**config.mk**
```make
export PLATFORM = sky130hd
export DESIGN_NAME = wb_serial_tl_bridge_flat
export DESIGN_NICKNAME = d
export VERILOG_FILES = /design/src/rtl/wb_serial_tl_bridge_if.sv /design/src/rtl/wb_serial_tl_bridge.sv /design/src/flat_wrapper.sv
export SDC_FILE = /design/constraint.sdc
export NUM_CORES = 1
export LEC_CHECK = 0
export BUFFER_PORTS_ARGS = -buffer_cell sky130_fd_sc_hd__buf_2
export CAP_MARGIN = 20
export CORE_ASPECT_RATIO = 0.9
export CORE_MARGIN = 10
export CORE_UTILIZATION = 55
export CTS_CLUSTER_SIZE = 20
export DETAILED_ROUTE_END_ITERATION = 16
export PLACE_DENSITY_LB_ADDON = 0.15
export SETUP_SLACK_MARGIN = 0.3
export SYNTH_ARGS = -nofsm -noshare
export SYNTH_HDL_FRONTEND = slang
export SYNTH_SLANG_ARGS = --single-unit
```
**constraint.sdc**
```tcl
create_clock -name wb_clk_i -period 3.5 [get_ports wb_clk_i]
set_clock_uncertainty 0.1 [all_clocks]
set_input_delay 0.175 -clock wb_clk_i [delete_from_list [all_inputs] [get_ports wb_clk_i]]
set_output_delay 0.175 -clock wb_clk_i [all_outputs]
set_load 0.01 [all_outputs]
```
**src/rtl/wb_serial_tl_bridge_if.sv**
```systemverilog
// Wishbone classic slave bundle for the serial_tl bridge register window.
interface wb_serial_tl_bridge_if;
  logic        wbs_stb_i;
  logic        wbs_cyc_i;
  logic        wbs_we_i;
  logic [3:0]  wbs_sel_i;
  logic [31:0] wbs_adr_i;
  logic [31:0] wbs_dat_i;
  logic        wbs_ack_o;
  logic [31:0] wbs_dat_o;

  modport slave (
    input  wbs_stb_i, wbs_cyc_i, wbs_we_i, wbs_sel_i, wbs_adr_i, wbs_dat_i,
    output wbs_ack_o, wbs_dat_o
  );

  modport master (
    output wbs_stb_i, wbs_cyc_i, wbs_we_i, wbs_sel_i, wbs_adr_i, wbs_dat_i,
    input  wbs_ack_o, wbs_dat_o
  );
endinterface

```
**src/rtl/wb_serial_tl_bridge.sv**
```systemverilog
// Wishbone register window bridging to ChipTop serial_tl via TX/RX FIFOs.
// Optional internal TX->RX loopback is enabled by defining BRIDGE_LOOPBACK_EN.
module wb_serial_tl_bridge #(
  parameter logic [31:0] BASE_ADDR = 32'h3000_0000,
  parameter int unsigned DEPTH     = 4,
  parameter int unsigned WIDTH     = 32
) (
  input  logic                 wb_clk_i,
  input  logic                 wb_rst_ni,
  wb_serial_tl_bridge_if.slave wbs,
  output logic                 tl_in_valid,
  input  logic                 tl_in_ready,
  output logic [WIDTH-1:0]     tl_in_bits,
  input  logic                 tl_out_valid,
  output logic                 tl_out_ready,
  input  logic [WIDTH-1:0]     tl_out_bits,
  output logic                 irq_o
);

  localparam int unsigned PW = $clog2(DEPTH);
  localparam int unsigned CW = PW + 1;

  localparam logic [1:0] REG_TX     = 2'd0;
  localparam logic [1:0] REG_RX     = 2'd1;
  localparam logic [1:0] REG_STATUS = 2'd2;
  localparam logic [1:0] REG_CTRL   = 2'd3;

  typedef enum logic {ST_IDLE, ST_ACK} state_e;

  state_e            state_q;
  logic              ack_q;
  logic [31:0]       rdat_q;

  logic [WIDTH-1:0]  tx_mem_q [DEPTH];
  logic [WIDTH-1:0]  rx_mem_q [DEPTH];
  logic [PW-1:0]     tx_wptr_q, tx_wptr_d, tx_rptr_q, tx_rptr_d;
  logic [PW-1:0]     rx_wptr_q, rx_wptr_d, rx_rptr_q, rx_rptr_d;
  logic [CW-1:0]     tx_cnt_q, tx_cnt_d, rx_cnt_q, rx_cnt_d;

  logic              enable_q, irq_en_q, ovf_q, udf_q, irq_q;

  logic              hit, acc;
  logic [1:0]        reg_sel;
  logic              wr_tx, rd_rx, wr_st, wr_ctrl, flush;
  logic              tx_full, tx_empty, rx_full, rx_empty;
  logic              tx_push, tx_pop, rx_push, rx_pop;
  logic              lb_active, lb_move;
  logic [WIDTH-1:0]  rx_wdata;
  logic [31:0]       status, ctrl_rd, rd_mux;
  logic              unused_bits;

  // Address decode: only one access is taken per IDLE->ACK round trip
  assign hit     = wbs.wbs_stb_i & wbs.wbs_cyc_i & (wbs.wbs_adr_i[31:4] == BASE_ADDR[31:4]);
  assign acc     = hit & (state_q == ST_IDLE);
  assign reg_sel = wbs.wbs_adr_i[3:2];
  assign wr_tx   = acc &  wbs.wbs_we_i & (reg_sel == REG_TX);
  assign rd_rx   = acc & ~wbs.wbs_we_i & (reg_sel == REG_RX);
  assign wr_st   = acc &  wbs.wbs_we_i & (reg_sel == REG_STATUS);
  assign wr_ctrl = acc &  wbs.wbs_we_i & (reg_sel == REG_CTRL) & wbs.wbs_sel_i[0];
  assign flush   = wr_ctrl & wbs.wbs_dat_i[2];

  assign unused_bits = ^{wbs.wbs_sel_i[3:1], wbs.wbs_adr_i[1:0]};

  assign tx_full  = (tx_cnt_q == CW'(DEPTH));
  assign tx_empty = (tx_cnt_q == '0);
  assign rx_full  = (rx_cnt_q == CW'(DEPTH));
  assign rx_empty = (rx_cnt_q == '0);

`ifdef BRIDGE_LOOPBACK_EN
  logic lb_q;
  assign lb_active = lb_q;
  assign lb_move   = lb_q & enable_q & ~tx_empty & ~rx_full;
`else
  assign lb_active = 1'b0;
  assign lb_move   = 1'b0;
`endif

  // Serial handshakes derive only from flops, so they follow enable one cycle later
  assign tl_in_valid  = enable_q & ~lb_active & ~tx_empty;
  assign tl_out_ready = enable_q & ~lb_active & ~rx_full;
  assign tl_in_bits   = tx_mem_q[tx_rptr_q];

  assign tx_push  = wr_tx & ~tx_full & ~flush;
  assign tx_pop   = ~flush & ((tl_in_valid & tl_in_ready) | lb_move);
  assign rx_push  = ~flush & ((tl_out_valid & tl_out_ready) | lb_move);
  assign rx_pop   = ~flush & rd_rx & ~rx_empty;
  assign rx_wdata = lb_move ? tx_mem_q[tx_rptr_q] : tl_out_bits;

  always_comb begin : status_word
    status        = '0;
    status[0]     = tx_full;
    status[1]     = tx_empty;
    status[2]     = rx_full;
    status[3]     = rx_empty;
    status[8:4]   = 5'(tx_cnt_q);
    status[16:12] = 5'(rx_cnt_q);
    status[20]    = ovf_q;
    status[21]    = udf_q;
    ctrl_rd       = {28'd0, lb_active, 1'b0, irq_en_q, enable_q};
  end

  always_comb begin : read_mux
    rd_mux = '0;
    case (reg_sel)
      REG_RX:     rd_mux = rx_empty ? 32'd0 : 32'(rx_mem_q[rx_rptr_q]);
      REG_STATUS: rd_mux = status;
      REG_CTRL:   rd_mux = ctrl_rd;
      default:    rd_mux = '0;
    endcase
  end

  // FIFO pointer/count next state; flush overrides every push and pop
  always_comb begin : fifo_next
    tx_wptr_d = tx_wptr_q;
    tx_rptr_d = tx_rptr_q;
    tx_cnt_d  = tx_cnt_q;
    rx_wptr_d = rx_wptr_q;
    rx_rptr_d = rx_rptr_q;
    rx_cnt_d  = rx_cnt_q;
    if (flush) begin
      tx_wptr_d = '0;
      tx_rptr_d = '0;
      tx_cnt_d  = '0;
      rx_wptr_d = '0;
      rx_rptr_d = '0;
      rx_cnt_d  = '0;
    end else begin
      if (tx_push) tx_wptr_d = tx_wptr_q + PW'(1);
      if (tx_pop)  tx_rptr_d = tx_rptr_q + PW'(1);
      if (rx_push) rx_wptr_d = rx_wptr_q + PW'(1);
      if (rx_pop)  rx_rptr_d = rx_rptr_q + PW'(1);
      case ({tx_push, tx_pop})
        2'b10:   tx_cnt_d = tx_cnt_q + CW'(1);
        2'b01:   tx_cnt_d = tx_cnt_q - CW'(1);
        default: tx_cnt_d = tx_cnt_q;
      endcase
      case ({rx_push, rx_pop})
        2'b10:   rx_cnt_d = rx_cnt_q + CW'(1);
        2'b01:   rx_cnt_d = rx_cnt_q - CW'(1);
        default: rx_cnt_d = rx_cnt_q;
      endcase
    end
  end

  always_ff @(posedge wb_clk_i or negedge wb_rst_ni) begin : fifo_regs
    if (!wb_rst_ni) begin
      tx_wptr_q <= '0;
      tx_rptr_q <= '0;
      tx_cnt_q  <= '0;
      rx_wptr_q <= '0;
      rx_rptr_q <= '0;
      rx_cnt_q  <= '0;
    end else begin
      tx_wptr_q <= tx_wptr_d;
      tx_rptr_q <= tx_rptr_d;
      tx_cnt_q  <= tx_cnt_d;
      rx_wptr_q <= rx_wptr_d;
      rx_rptr_q <= rx_rptr_d;
      rx_cnt_q  <= rx_cnt_d;
    end
  end

  // Storage arrays carry no reset; validity is tracked by the counts
  always_ff @(posedge wb_clk_i) begin : fifo_mem
    if (tx_push) tx_mem_q[tx_wptr_q] <= WIDTH'(wbs.wbs_dat_i);
    if (rx_push) rx_mem_q[rx_wptr_q] <= rx_wdata;
  end

  always_ff @(posedge wb_clk_i or negedge wb_rst_ni) begin : bus_fsm
    if (!wb_rst_ni) begin
      state_q <= ST_IDLE;
      ack_q   <= 1'b0;
      rdat_q  <= '0;
    end else begin
      case (state_q)
        ST_IDLE: begin
          if (acc) begin
            state_q <= ST_ACK;
            ack_q   <= 1'b1;
            rdat_q  <= wbs.wbs_we_i ? 32'd0 : rd_mux;
          end
        end
        ST_ACK: begin
          state_q <= ST_IDLE;
          ack_q   <= 1'b0;
          rdat_q  <= '0;
        end
        default: begin
          state_q <= ST_IDLE;
          ack_q   <= 1'b0;
          rdat_q  <= '0;
        end
      endcase
    end
  end

  always_ff @(posedge wb_clk_i or negedge wb_rst_ni) begin : ctrl_regs
    if (!wb_rst_ni) begin
      enable_q <= 1'b0;
      irq_en_q <= 1'b0;
      ovf_q    <= 1'b0;
      udf_q    <= 1'b0;
      irq_q    <= 1'b0;
`ifdef BRIDGE_LOOPBACK_EN
      lb_q     <= 1'b0;
`endif
    end else begin
      if (wr_ctrl) begin
        enable_q <= wbs.wbs_dat_i[0];
        irq_en_q <= wbs.wbs_dat_i[1];
`ifdef BRIDGE_LOOPBACK_EN
        lb_q     <= wbs.wbs_dat_i[3];
`endif
      end
      if (wr_tx && tx_full)                ovf_q <= 1'b1;
      else if (wr_st && wbs.wbs_dat_i[20]) ovf_q <= 1'b0;
      if (rd_rx && rx_empty)               udf_q <= 1'b1;
      else if (wr_st && wbs.wbs_dat_i[21]) udf_q <= 1'b0;
      irq_q <= irq_en_q & (~rx_empty | ovf_q | udf_q);
    end
  end

  assign wbs.wbs_ack_o = ack_q;
  assign wbs.wbs_dat_o = rdat_q;
  assign irq_o         = irq_q;

endmodule
```
**src/flat_wrapper.sv**
```systemverilog
// flat-port wrapper written by rule: the top's interface ports become plain ports
module wb_serial_tl_bridge_flat 
#(
  parameter logic [31:0] BASE_ADDR = 32'h3000_0000,
  parameter int unsigned DEPTH     = 4,
  parameter int unsigned WIDTH     = 32
)
  (wb_clk_i, wb_rst_ni, tl_in_valid, tl_in_ready, tl_in_bits, tl_out_valid, tl_out_ready, tl_out_bits, irq_o, wbs_wbs_stb_i, wbs_wbs_cyc_i, wbs_wbs_we_i, wbs_wbs_sel_i, wbs_wbs_adr_i, wbs_wbs_dat_i, wbs_wbs_ack_o, wbs_wbs_dat_o);
  wb_serial_tl_bridge_if wbs_i ();
  input  logic wb_clk_i;
  input  logic wb_rst_ni;
  output logic tl_in_valid;
  input  logic tl_in_ready;
  output logic [WIDTH-1:0] tl_in_bits;
  input  logic tl_out_valid;
  output logic tl_out_ready;
  input  logic [WIDTH-1:0] tl_out_bits;
  output logic irq_o;
  input wire logic [$bits(wbs_i.wbs_stb_i)-1:0] wbs_wbs_stb_i;
  input wire logic [$bits(wbs_i.wbs_cyc_i)-1:0] wbs_wbs_cyc_i;
  input wire logic [$bits(wbs_i.wbs_we_i)-1:0] wbs_wbs_we_i;
  input wire logic [$bits(wbs_i.wbs_sel_i)-1:0] wbs_wbs_sel_i;
  input wire logic [$bits(wbs_i.wbs_adr_i)-1:0] wbs_wbs_adr_i;
  input wire logic [$bits(wbs_i.wbs_dat_i)-1:0] wbs_wbs_dat_i;
  output wire logic [$bits(wbs_i.wbs_ack_o)-1:0] wbs_wbs_ack_o;
  output wire logic [$bits(wbs_i.wbs_dat_o)-1:0] wbs_wbs_dat_o;
  assign wbs_i.wbs_stb_i = wbs_wbs_stb_i;
  assign wbs_i.wbs_cyc_i = wbs_wbs_cyc_i;
  assign wbs_i.wbs_we_i = wbs_wbs_we_i;
  assign wbs_i.wbs_sel_i = wbs_wbs_sel_i;
  assign wbs_i.wbs_adr_i = wbs_wbs_adr_i;
  assign wbs_i.wbs_dat_i = wbs_wbs_dat_i;
  assign wbs_wbs_ack_o = wbs_i.wbs_ack_o;
  assign wbs_wbs_dat_o = wbs_i.wbs_dat_o;
  wb_serial_tl_bridge #(.BASE_ADDR(BASE_ADDR), .DEPTH(DEPTH), .WIDTH(WIDTH)) u_core (.wb_clk_i(wb_clk_i), .wb_rst_ni(wb_rst_ni), .wbs(wbs_i), .tl_in_valid(tl_in_valid), .tl_in_ready(tl_in_ready), .tl_in_bits(tl_in_bits), .tl_out_valid(tl_out_valid), .tl_out_ready(tl_out_ready), .tl_out_bits(tl_out_bits), .irq_o(irq_o));
endmodule
```
; ---- After elaboration in Yosys (flattened, before gate mapping)
; Memories as Yosys holds them, arrays and structs flattened.
; Index checks and enable logic that the tools add are counted.
[word_totals]
regBits = 53
mem_bits_rw = 256
inputBits = 107
memories = 2
[op_classes]
addsub = 8
eq_ne = 11
n_mux = 29
bitwise_logic = 31
reduce_logical = 15
[mem_list]
columns = name, depth, width, rd, rd_ports_with_merged_regs, write_ports, line
row1 = u_core.rx_mem_q, 4, 32, 1, 0, 1, wb_serial_tl_bridge.sv:35  ; logic [WIDTH-1:0] rx_mem_q [DEPTH];
row2 = u_core.tx_mem_q, 4, 32, 1, 0, 1, wb_serial_tl_bridge.sv:34  ; logic [WIDTH-1:0] tx_mem_q [DEPTH];
[ops]
columns = cell, count
row1 = two-way mux 32 bit, 3
row2 = case mux 32 bit (3 select lines), 1
row3 = case mux 32 bit (2 select lines), 1
row4 = "== test 28 x 26 -> 1 bit, second input constant", 1
row5 = bitwise AND 1 bit, 22
row6 = two-way mux 2 bit, 8
row7 = case mux 3 bit (2 select lines), 2
row8 = nonzero test 2 bit, 6
row9 = two-way mux 1 bit, 10
row10 = "adder 2 x 1 -> 2 bit, second input constant", 4
row11 = "== test 2 bit, second input constant", 4
row12 = inverter 1 bit, 7
row13 = "adder 3 x 1 -> 3 bit, second input constant", 2
row14 = "== test 2 x 1 -> 1 bit, second input constant", 3
row15 = "== test 3 bit, second input constant", 2
row16 = logical NOT 3 bit, 2
row17 = two-way mux 3 bit, 2
row18 = nonzero test 3 bit, 2
row19 = "subtractor 3 x 1 -> 3 bit, second input constant", 2
row20 = logical AND 1 bit, 4
row21 = case mux 1 bit (2 select lines), 2
row22 = logical NOT 2 bit, 1
row23 = "!= test 2 x 1 -> 1 bit, second input constant", 1
row24 = bitwise OR 1 bit, 2

; ---- Logic depth before layout (Yosys ltp)
[depth]
depth_word = 13
depth_mapped = 12
ltp_nobuf = 11

; ---- Worst setup path after synthesis
; OpenSTA, ideal clock, no wires.
[synth_path]
kind = input to register
from = in wbs_wbs_adr_i[16]
to = reg u_core.tx_cnt_q[2]
arrival_ns = 2.414
required_time_ns = 3.279
setup_slack_ns = 0.865
stages = 11
n_path_buf = 1
path_cell_list = nor4b_4 > nand4_4 > nor4_4 > buf_2 > nor2_1 > ha_1 > fa_1 > xnor2_1 > nor2_1 > xnor2_1 > nor2_1
[synth_between]
elab_chain_cells = 12
word_cells_on_any_way = 17
classes_between = eq/ne: 3 / mux: 2 / bitwise: 11 / reduce/logical: 1
[synth_rtl]
columns = item, line
row1 = "start, declared", flat_wrapper.sv:23  ; input wire logic [$bits(wbs_i.wbs_adr_i)-1:0] wbs_wbs_adr_i;
row2 = == test 28 x 26 -> 1 bit *, wb_serial_tl_bridge.sv:53  ; assign hit = wbs.wbs_stb_i & wbs.wbs_cyc_i & (wbs.wbs_adr_i[31:4] == BASE_ADDR[31:4]);
row3 = bitwise AND 1 bit *, wb_serial_tl_bridge.sv:53
row4 = bitwise AND 1 bit *, wb_serial_tl_bridge.sv:54  ; assign acc = hit & (state_q == ST_IDLE);
row5 = bitwise AND 1 bit *, "wb_serial_tl_bridge.sv:56, wb_serial_tl_bridge.sv:59"
row6 = bitwise AND 1 bit (2 in a row), wb_serial_tl_bridge.sv:59  ; assign wr_ctrl = acc & wbs.wbs_we_i & (reg_sel == REG_CTRL) & wbs.wbs_sel_i[0];
row7 = bitwise AND 1 bit, wb_serial_tl_bridge.sv:60  ; assign flush = wr_ctrl & wbs.wbs_dat_i[2];
row8 = inverter 1 bit, "wb_serial_tl_bridge.sv:83, wb_serial_tl_bridge.sv:84"
row9 = "bitwise AND 1 bit, on equally long branches", "wb_serial_tl_bridge.sv:84, wb_serial_tl_bridge.sv:83"
row10 = == test 2 x 1 -> 1 bit or == test 2 bit (tied branches), wb_serial_tl_bridge.sv:132  ; case ({tx_push, tx_pop})
row11 = case mux 3 bit (2 select lines), wb_serial_tl_bridge.sv:132
row12 = two-way mux 3 bit, wb_serial_tl_bridge.sv:120  ; if (flush) begin
row13 = "end signal, assigned", wb_serial_tl_bridge.sv:156  ; tx_cnt_q <= tx_cnt_d;
row14 = "end, declared", wb_serial_tl_bridge.sv:38  ; logic [CW-1:0] tx_cnt_q, tx_cnt_d, rx_cnt_q, rx_cnt_d;
; Mark *: on every way between the ends. The rest lies on a longest branch, timed or not.
; A chain may end at the register's enable or synchronous reset.

; ---- Final worst setup path
[layout_path]
from = reg u_core.rx_cnt_q[0]
to = reg u_core.rx_cnt_q[2]
[layout_between]
elab_chain_cells = 8
word_cells_on_any_way = 15
classes_between = add/sub: 2 / eq/ne: 3 / mux: 2 / bitwise: 6 / reduce/logical: 2
[layout_rtl]
columns = item, line
row1 = "start, declared", wb_serial_tl_bridge.sv:38
row2 = "start signal, assigned", wb_serial_tl_bridge.sv:159  ; rx_cnt_q <= rx_cnt_d;
row3 = == test 3 bit, wb_serial_tl_bridge.sv:66  ; assign rx_full = (rx_cnt_q == CW'(DEPTH));
row4 = inverter 1 bit, wb_serial_tl_bridge.sv:80  ; assign tl_out_ready = enable_q & ~lb_active & ~rx_full;
row5 = bitwise AND 1 bit, wb_serial_tl_bridge.sv:80
row6 = bitwise AND 1 bit (2 in a row), wb_serial_tl_bridge.sv:85  ; assign rx_push = ~flush & ((tl_out_valid & tl_out_ready) | lb_move);
row7 = == test 2 x 1 -> 1 bit or == test 2 bit (tied branches), wb_serial_tl_bridge.sv:137  ; case ({rx_push, rx_pop})
row8 = case mux 3 bit (2 select lines), wb_serial_tl_bridge.sv:137
row9 = two-way mux 3 bit, wb_serial_tl_bridge.sv:120
; Several ways; a longest one is shown, not always the timed one.

==> results.md <==
- First-pass DRT Iterations: 4
- Asr flop ratio synth: 17.15%
- First-pass GRT wire length: 39410 µm
- Die ar.: 27990 µm²
- CP endpoint kind: register
- Share of the synthesized area in the top cell type: 64.44%
- YS warnings: 0
- Slowest CP cell: a21boi_0
- Ranking of synthesized cells by area: edfxtp_1 64%, mux4_2 12%, dfrtp_1 11%, a22o_1 1.7%, ha_1 1.0%
- EDFF count, synth: 256
- Iter 0 DRT Violations: 288
- Max Root-Sink Buffers: 3
- Post-CTS setup buffer count: 0
- Die Wd: 175.2 µm
- Register bit total from synthesis: 309
- Most frequent cells in the layout: 256 x edfxtp_1, 169 x buf_2, 74 x dlygate4sd3_1
- Routed Antenna Nets: 0
- Final setup viols: 0
- Placer Congestion: 0.7804
- Worst-path fanout max: 5
- Hold WC Path Type: in2async
- Initial core utilization: 55.48%
- WL/cell: 21.48 µm
- Cell taking the most area after synthesis: edfxtp_1
- IO Pins: 175
- Layout cell share with drive strength beyond 1: 37.73%
- GRT Resource Usage Total: 17.75%
- Number of antenna violations at the first check in global routing: 0
- VDD IR-drop max: 0.4680 mV
- Largest net degree at the start of global routing: 36
- Top FF cell, synth: edfxtp_1
- Final HPWL DP: 15910 µm
- Leakage dissipation: 0.005569 µW
- Total number of vias: 6314
- Port-buffer cells: 169
- CP Cell Sequence: nor2_1 > a21boi_0 > nand2_1 > nor2_1 > inv_1 > ha_1 > fa_1 > xnor2_1 > nor2_1 > xnor2_1 > nor2_1
- Sequential-to-total area share from yosys stat: 75.55%
- Vias in the first global route: 7066
- Diode count: 0
- Most common cell after layout, fill and taps aside: edfxtp_1
- Die height: 159.7 µm
- Critical path required time: 3.84 ns
- Core Region: 21500 µm²
- Core Rows: 51
- Final WS setup: 0.5434 ns
- Final min period: 2.957 ns
- Synthesized area per cell: 20.93 µm²
- H-tree depth: 1
- Crit path DAT: 3.29 ns
- Critical path type: reg2reg
- Slew margin rel.: 35.21%
- P&R area growth vs syn: 26.21%
- Post-route clock period utilization: 84.48%
- CTS tree: done
- Slowest cell delay on critical path: 0.52 ns
- Cell mode on critical path: nor2_1
- Status: finished clean
- Final-report max-slew violation count: 0
- DP Cell Count: 1023
- GRT overflow: 0
- Setup WS pre-CTS: 0.3998 ns
- Nets: 958
- Post-DR vias/cell: 5.467
- CTS root buffer: clkbuf_16
- TritonCTS Buffers: 31
- Crit path launch type: register
- Post-Layout Cell Count: 1155
- Cell area power density: 507.3 nW/µm²
- Max Cap Viol: 0
- Endpoints failing hold: 0
- Clock Latency Late Sink: 0.55 ns
- Unique cell type count in the Yosys netlist: 49
- Net Count, Synth: 689
- Clock slew seen by the registers of the worst setup and hold paths: 0.06 ns
- Post-Synthesis Cells: 570
- CTS sink cnt: 309
- DRC: 0
- Setup TNS: 0 ns
- Slew @ Worst Pin: 0.9718 ns
- RSZ-0062 raised after global routing: false
- Synth Cell Area: 11930 µm²
- Reg-to-reg slack, setup: 0.54 ns
- WL final: 24810 µm
- Fmax: 0.3382 GHz
[routing by layer]
layer | vias to the layer above | GRT usage [%] | share of wire (%)
li1 | 2864 | - | -
met4 | 0 | 4.929 | 1.9
met3 | 41 | 4.267 | 6.5
met5 | - | 0 | 0
met1 | 3227 | 22.44 | 41
met2 | 182 | 30.07 | 51
[kinds of logic (layout without fill, tap and decap cells)]
family                   count (synthesis)  in the layout  synth area share (%)
adder cells (fa/ha/maj)                 12             12                 1.384
multiplexers                            69             69                 12.53
AND/OR/NAND/NOR                         82             82                 5.003
AO/OA/AOI/OAI                           56             56                 3.629
buffers and inverters                   32            326                 1.164
flip-flops                             309            309                 75.55
XOR/XNOR                                10             10                0.7341
[final cells by class]
| class | instances | area (µm²) |
|---|---|---|
| clock inverter | 18 | 241.5 |
| inverter | 6 | 22.52 |
| clock buffer | 40 | 859.6 |
| multi-input combinational | 229 | 2786 |
| sequential | 309 | 9016 |
| fill | 1390 | 6447 |
| tap | 291 | 364.1 |
| timing repair buffer | 262 | 1767 |
[report_power, final]
| group | internal (µW) | total [µW] | switching, µW | leakage, µW |
|---|---|---|---|---|
| clock | 2170 | 3470 | 1300 | 0.000542 |
| combinational | 101 | 188 | 87.3 | 0.00200 |
| sequential | 3980 | 3980 | 0.00000479 | 0.00303 |
[sequential cells by signal, summed over array words and instances (netlist names), 2 cells and up]
register              flops
u_core.rx_rptr_q          2
u_core.rx_cnt_q           3
u_core.tx_rptr_q          2
u_core.tx_cnt_q           3
u_core.rx_mem_q         128
u_core.rx_wptr_q          2
u_core.wbs.wbs_dat_o     32
u_core.tx_wptr_q          2
u_core.tx_mem_q         128
[repair_timing]
action	4_1_cts	5_1_grt
hold buffers	74	0
gates resized for setup	0	0
endpoints found under the hold margin	320	0
[final timing paths]
check	start	endpoint	depth (start not counted)
min in group wb_clk_i	wbs_wbs_adr_i[27]	u_core.wbs.wbs_ack_o	6
min reg2reg	u_core.wbs.wbs_dat_o[20]	u_core.wbs.wbs_dat_o[20]	1
min	wb_rst_ni	u_core.wbs.wbs_dat_o[15]	3
max in group asynchronous	wb_rst_ni	u_core.tx_rptr_q[0]	3
max reg2reg	u_core.rx_cnt_q[0]	u_core.rx_cnt_q[2]	11
max	u_core.rx_cnt_q[0]	u_core.rx_cnt_q[2]	11
[worst max-delay path, delay by kind of cell (launching register included)]
kind	cells	cell delay [ns]
flops	1	0.45
fa+ha+maj	2	0.68
buf+inv	1	0.08
xor+xnor	2	0.27
simple gates	5	0.75
compound gates	1	0.52
[stage by stage]
step | power, µW | area (µm²) | hold WS [ns] | util [%]
3_5_place_dp | 4183 | 13220 | 0.08965 | 61.45
6_report | 7638 | 15060 | 0.1110 | 70.02
5_1_grt | 7888 | 15060 | 0.1136 | 70.02
3_3_place_gp | 4172 | 13220 | 0.07571 | 61.45
2_1_floorplan | 4076 | 11930 | -0.2206 | -
4_1_cts | 7712 | 15060 | 0.05725 | 70.02
[synthesized netlist by cell type (3+ instances only)]
cell	count
nand4b_1	3
mux4_2	64
and2_1	9
a21oi_1	12
clkbuf_1	13
edfxtp_1	256
nand3_1	4
nor2_1	22
buf_2	9
xor2_1	4
o2bb2ai_1	10
nor4_4	4
nand2_1	10
xnor2_1	6
nor4_2	4
ha_1	10
nor2b_1	9
inv_1	6
dfrtp_1	53
a22o_1	23
No activity file was read; power rests on OpenSTA's default activity.
